===== src/rtl/alu_operand_stage.sv =====
// ---------------------------------------------------------------------------
// alu_operand_stage
//
// Operand-fetch stage that sits directly in front of the ALU. It holds the
// integer register file and reads two source registers for each instruction.
// Operand B is either rs2's register or the immediate. The stage registers
// srcA, srcB, the opcode and the destination into a single-entry valid/ready
// output buffer. ALU results come back through the write-back port.
//
// Optional feature macro: OPERAND_BYPASS_EN
//   defined   : a write-back in the same cycle as a read of the same
//               (non-zero) register forwards wbData into the captured operand.
//   undefined : reads see the pre-write register content. The write becomes
//               visible on the following cycle.
//
// Ports
//   clk, rst_n            clock (rising edge), asynchronous active-low reset
//   inValid / inReady     upstream handshake
//   rs1, rs2, imm, aluSrc source selection for operands A and B
//   ALUControlIn, rdIn    opcode and destination, passed through unchanged
//   outValid / outReady   downstream (ALU) handshake
//   srcA, srcB            registered operands
//   ALUControl, rdOut     registered opcode and destination
//   wbEn, wbAddr, wbData  register-file write-back port
// ---------------------------------------------------------------------------
module alu_operand_stage #(
   parameter int WIDTH = 32,
   parameter int NREGS = 32,
   localparam int AW   = $clog2(NREGS)
) (
   input  logic             clk,
   input  logic             rst_n,
   input  logic             inValid,
   output logic             inReady,
   input  logic [AW-1:0]    rs1,
   input  logic [AW-1:0]    rs2,
   input  logic [WIDTH-1:0] imm,
   input  logic             aluSrc,
   input  logic [2:0]       ALUControlIn,
   input  logic [AW-1:0]    rdIn,
   output logic             outValid,
   input  logic             outReady,
   output logic [WIDTH-1:0] srcA,
   output logic [WIDTH-1:0] srcB,
   output logic [2:0]       ALUControl,
   output logic [AW-1:0]    rdOut,
   input  logic             wbEn,
   input  logic [AW-1:0]    wbAddr,
   input  logic [WIDTH-1:0] wbData
);

   typedef enum logic {EMPTY = 1'b0, FULL = 1'b1} state_t;

   state_t           state;
   state_t           state_next;
   logic [WIDTH-1:0] reg_file [NREGS];
   logic [WIDTH-1:0] op_a;
   logic [WIDTH-1:0] op_b;
   logic             accept;

   // Register file. Entry 0 is never written, so it stays at its reset value.
   always_ff @(posedge clk or negedge rst_n) begin
      if (!rst_n) begin
         for (int i = 0; i < NREGS; i++) begin
            reg_file[i] <= '0;
         end
      end else if (wbEn && (wbAddr != '0)) begin
         reg_file[wbAddr] <= wbData;
      end
   end

   // Operand read mux. x0 is forced to zero on the read side as well.
   // The immediate path bypasses the register file entirely.
   always_comb begin
      op_a = '0;
      op_b = '0;
      if (rs1 != '0) begin
         op_a = reg_file[rs1];
`ifdef OPERAND_BYPASS_EN
         if (wbEn && (wbAddr == rs1)) begin
            op_a = wbData;
         end
`endif
      end
      if (aluSrc) begin
         op_b = imm;
      end else if (rs2 != '0) begin
         op_b = reg_file[rs2];
`ifdef OPERAND_BYPASS_EN
         if (wbEn && (wbAddr == rs2)) begin
            op_b = wbData;
         end
`endif
      end
   end

   // inReady depends only on the buffer state and outReady, never on inValid.
   assign inReady = !outValid || outReady;
   assign accept  = inValid && inReady;

   // Output-buffer state register.
   always_ff @(posedge clk or negedge rst_n) begin
      if (!rst_n) begin
         state <= EMPTY;
      end else begin
         state <= state_next;
      end
   end

   // Next-state logic. An EMPTY buffer always accepts. A FULL buffer drains
   // only when the ALU takes the entry and nothing new arrives behind it.
   always_comb begin
      state_next = state;
      case (state)
         EMPTY:   if (inValid) state_next = FULL;
         FULL:    if (outReady && !inValid) state_next = EMPTY;
         default: state_next = EMPTY;
      endcase
   end

   // Output decode for the handshake.
   always_comb begin
      outValid = (state == FULL);
   end

   // Payload register. It loads only on accept. Operands are a snapshot taken
   // at accept time, so later write-backs never disturb a stalled entry.
   always_ff @(posedge clk or negedge rst_n) begin
      if (!rst_n) begin
         srcA       <= '0;
         srcB       <= '0;
         ALUControl <= 3'b000;
         rdOut      <= '0;
      end else if (accept) begin
         srcA       <= op_a;
         srcB       <= op_b;
         ALUControl <= ALUControlIn;
         rdOut      <= rdIn;
      end
   end

endmodule


===== config.mk =====
export PLATFORM = sky130hd
export DESIGN_NAME = alu_operand_stage
export DESIGN_NICKNAME = d
export VERILOG_FILES = /design/src/rtl/alu_operand_stage.sv
export SDC_FILE = /design/constraint.sdc
export NUM_CORES = 2
export LEC_CHECK = 0
export ABC_AREA = 0
export CELL_PAD_IN_SITES_DETAIL_PLACEMENT = 0
export CELL_PAD_IN_SITES_GLOBAL_PLACEMENT = 1
export CORE_MARGIN = 2
export CORE_UTILIZATION = 54
export CTS_BUF_LIST = sky130_fd_sc_hd__clkbuf_8
export DETAILED_ROUTE_END_ITERATION = 8
export GPL_TIMING_DRIVEN = 0
export PLACE_DENSITY = 0.83
export SLEW_MARGIN = 5
export SYNTH_ARGS = -nofsm -noshare
export SYNTH_HDL_FRONTEND = slang
export SYNTH_SLANG_ARGS = --single-unit

===== constraint.sdc =====
create_clock -name clk -period 2.1 [get_ports clk]
set_input_delay 0.42 -clock clk [delete_from_list [all_inputs] [get_ports clk]]
set_output_delay 0.42 -clock clk [all_outputs]
set_load 0.05 [all_outputs]

==> impl_metrics.yaml <==
status:
  status: "finished, violations left"
  violations: "negative hold slack, negative setup slack"
finish:
  postLayoutCellArea_sq_mm: 0.0659
  nets: 4559
  final_cell_mix: "1090 x dfrtp_1, 991 x mux2_2, 432 x mux2i_1, 309 x mux4_2, 254 x clkbuf_8"
  final_util_pct: 62.8
  fin_cells: 6004
  layout-drive-gt1-share_pct: 45.0
  final_common_cell: "dfrtp_1"
  synthToLayoutAreaGrowth_pct: 15.6
  fillers: 8232
power_and_ir_drop:
  internal-power_w: 0.0429
  seqPwrFrac_pct: 45.4
  vdd_drop_max_v: 0.000506
  p_clk_share_pct: 31.8
  p_leak_nw: 29.4
  power.density_mw_per_mm2: 948
  swShare_pct: 31.4
  p_switching_w: 0.0196
  comb_power_share_pct: 22.8
worst_hold_path:
  hold_class: "input port to asynchronous set/reset pin"
synthesis:
  synth_edf_count: 0
  syn_avg_cell_area_sq_um: 13.9
  synth_area_sq_mm: 0.0571
  async_flop_share_pct: 100
  synth_cell_types: 43
  synth_nets: 4193
  synth_warnings: 0
  yosysSeqAreaShare_pct: 48.1
  ys_ff_latch: 1097
  ys_dominant_reg_cell: "dfrtp_1"
  netlist_instances: 4100
cts:
  numCtsBuffers: 186
  cts_sinks: 1097
  cts_tree: "yes"
  cts-root-buf: "clkbuf_8"
  clock_latency_ps: 910
  clk_pin_slew_ps: 60
  holdBufCountCts: 2
  htreeDepth: 4
  cts_buffer_depth: 3
run:
  cap_viol_max_count: 0
die:
  start_util_pct: 54.4
  placementRows: 119
  die_height_um: 329
  io_pins: 167
  core-area_sq_mm: 0.105
  dieArea_sq_mm: 0.108
  fp.dieW_um: 329
place:
  io_buffers: 160
  gp_congestion: 1.03
  post-place-cells: 5658
  pre_cts_ws_ps: -2580
  post_dp_cell_area_sq_mm: 0.0606
  dp_hpwl_um: 154000
timing:
  fmax_mhz: 448
  slew_headroom_pct: 29.3
  finalWorstPathRequiredPeriod_ps: 2230
  slew_viol_final: 0
  final-setup-viol-count: 245
  tns_ps: -14880
  hold_viol_final: 230
  whs_ps: -553
  post-route-worst-setup-slack_ps: -130
  skew_ps: 37.4
  worstMarginPinSlew_ps: 1060
  rsz0062_at_grt: "true"
  period_share_pct: 106
critical_path:
  cpLargestDelayFamily: "buffers and inverters"
  crit_chain: "clkdlybuf4s50_1, buf_2, nand3_1, nor2_2, clkbuf_2, mux2_2"
  crit_required_ps: 2860
  critPathKind: "input port to flop"
  startpoint_type: "input port"
  path_max_fanout: 10
  rrSetupSlack_ps: -40
  worst_path_largest_cell_delay_ps: 590
  end_kind: "flop"
  cpMaxStageDelayCell: "clkdlybuf4s50_1"
  arrival_ps: 2990
  critPathBufInv: 3
routing:
  avgRoutedWirePerCell_um: 34.0
  vias: 40625
  drtIter0Drc: 4906
  routed_via_density: 6.77
  ant_nets: 0
  routed_wl_um: 204000
  dr.pass1.iters: 6
  post-route-drc-count: 0
grt:
  grt_pass1_wl_um: 290000
  grt_max_degree: 172
  grt_use_total_pct: 37.8
  antenna_found_initial: 14
  grt_pass1_vias: 40408
  grt_overflow_total: 0
[state kept, by name, indices dropped and copies added (netlist names)]
signal / cells
outValid: 1
srcB: 32
ALUControl: 3
rdOut: 5
srcA: 32
reg_file: 1024
[synthesized netlist by cell type, types with 4 or more instances]
library cell | instances | share of area (%)
a2111oi_0 | 25 | 0.38
a211oi_1 | 8 | 0.11
a21oi_1 | 86 | 0.75
a221oi_1 | 30 | 0.46
a22o_1 | 10 | 0.15
a22oi_1 | 173 | 2.3
a311oi_1 | 24 | 0.37
a31oi_1 | 8 | 0.088
and2_1 | 28 | 0.31
and3_1 | 5 | 0.055
buf_1 | 58 | 0.38
buf_2 | 85 | 0.75
buf_4 | 15 | 0.20
buf_6 | 13 | 0.26
clkbuf_1 | 290 | 1.9
dfrtp_1 | 1097 | 48
mux2_2 | 991 | 20
mux2i_1 | 432 | 7.6
mux4_2 | 309 | 12
nand2_1 | 100 | 0.66
nand2b_1 | 6 | 0.066
nand3_1 | 32 | 0.28
nand3b_1 | 5 | 0.066
nor2_1 | 40 | 0.26
nor2b_1 | 8 | 0.088
nor3_1 | 27 | 0.24
nor3b_1 | 4 | 0.053
o21ai_0 | 30 | 0.26
o21ai_1 | 8 | 0.070
o221ai_1 | 24 | 0.37
o22a_1 | 24 | 0.37
o22ai_1 | 62 | 0.68
o41ai_1 | 30 | 0.46
[power by group through the flow]
stage | Clock (W) | Sequential, W | Combinational [W]
after detailed placement | 0 | 0.0285 | 0.0134
after global routing | 0.0210 | 0.0288 | 0.0149
after CTS | 0.0200 | 0.0282 | 0.0137
final | 0.0199 | 0.0284 | 0.0142
after global placement | 0 | 0.0285 | 0.0128
after floorplan | 0 | 0.0282 | 0.00863
[worst paths after layout]
kind,from,end,cells after the start
setup / recovery,wbEn,reg_file[142],6
hold / removal,rst_n,reg_file[92],1
max in group asynchronous,rst_n,reg_file[907],4
min in group clk,ALUControlIn[0],ALUControl[0],3
hold reg to reg,rdOut[0],rdOut[0],2
setup reg to reg,outValid,srcA[26],9
[metal layers]
layer / GRT usage [%] / up-vias / routed length [um]
met1: 53.3 / 21422 / 83100
met4: 13.7 / 4 / 7370
li1: - / 16470 / -
met3: 14.8 / 400 / 27400
met5: 0 / - / 29
met2: 52.9 / 2329 / 86500
[cell families (layout without fill, tap and decap cells)]
logic type	after synthesis	after routing	share of synthesized area (%)
AO/OA/AOI/OAI	546	546	6.87
flip-flops	1097	1097	48.1
AND/OR/NAND/NOR	263	263	2.17
buffers and inverters	461	970	3.49
other	0	4	0
multiplexers	1733	1733	39.4
[worst reg2reg max path, delay by kind of cell, from the launching register on]
family | cells | cell delay, ps
and+or+nand+nor | 1 | 160
AOI/OAI and AO/OA | 4 | 870
buffers and inverters | 4 | 590
DFF | 1 | 400
[cell type report]
type | count | area (sq um) | area share [%]
Multi-Input combinational cell | 2542 | 28800 | 43.7
Sequential cell | 1097 | 27500 | 41.6
Clock buffer | 252 | 3470 | 5.26
Buffer | 459 | 2390 | 3.62
Tap cell | 1391 | 1740 | 2.64
Timing Repair Buffer | 180 | 1710 | 2.59
Clock inverter | 79 | 369 | 0.560
Antenna cell | 4 | 10.0 | 0.0152
[per-stage QoR]
step	hold WS, ps	power [W]
2_1_floorplan	124	0.0368
3_3_place_gp	456	0.0413
3_5_place_dp	461	0.0420
4_1_cts	-451	0.0619
5_1_grt	-535	0.0647
6_report	-553	0.0625
[what timing repair did]
action	CTS	global route
pin swaps	3	3
setup buffers	7	3
endpoints found under the setup margin	652	978
cloned	0	1
gates resized for setup	725	124
endpoints found under the hold margin	151	149
(Power assumes the default switching activity.)
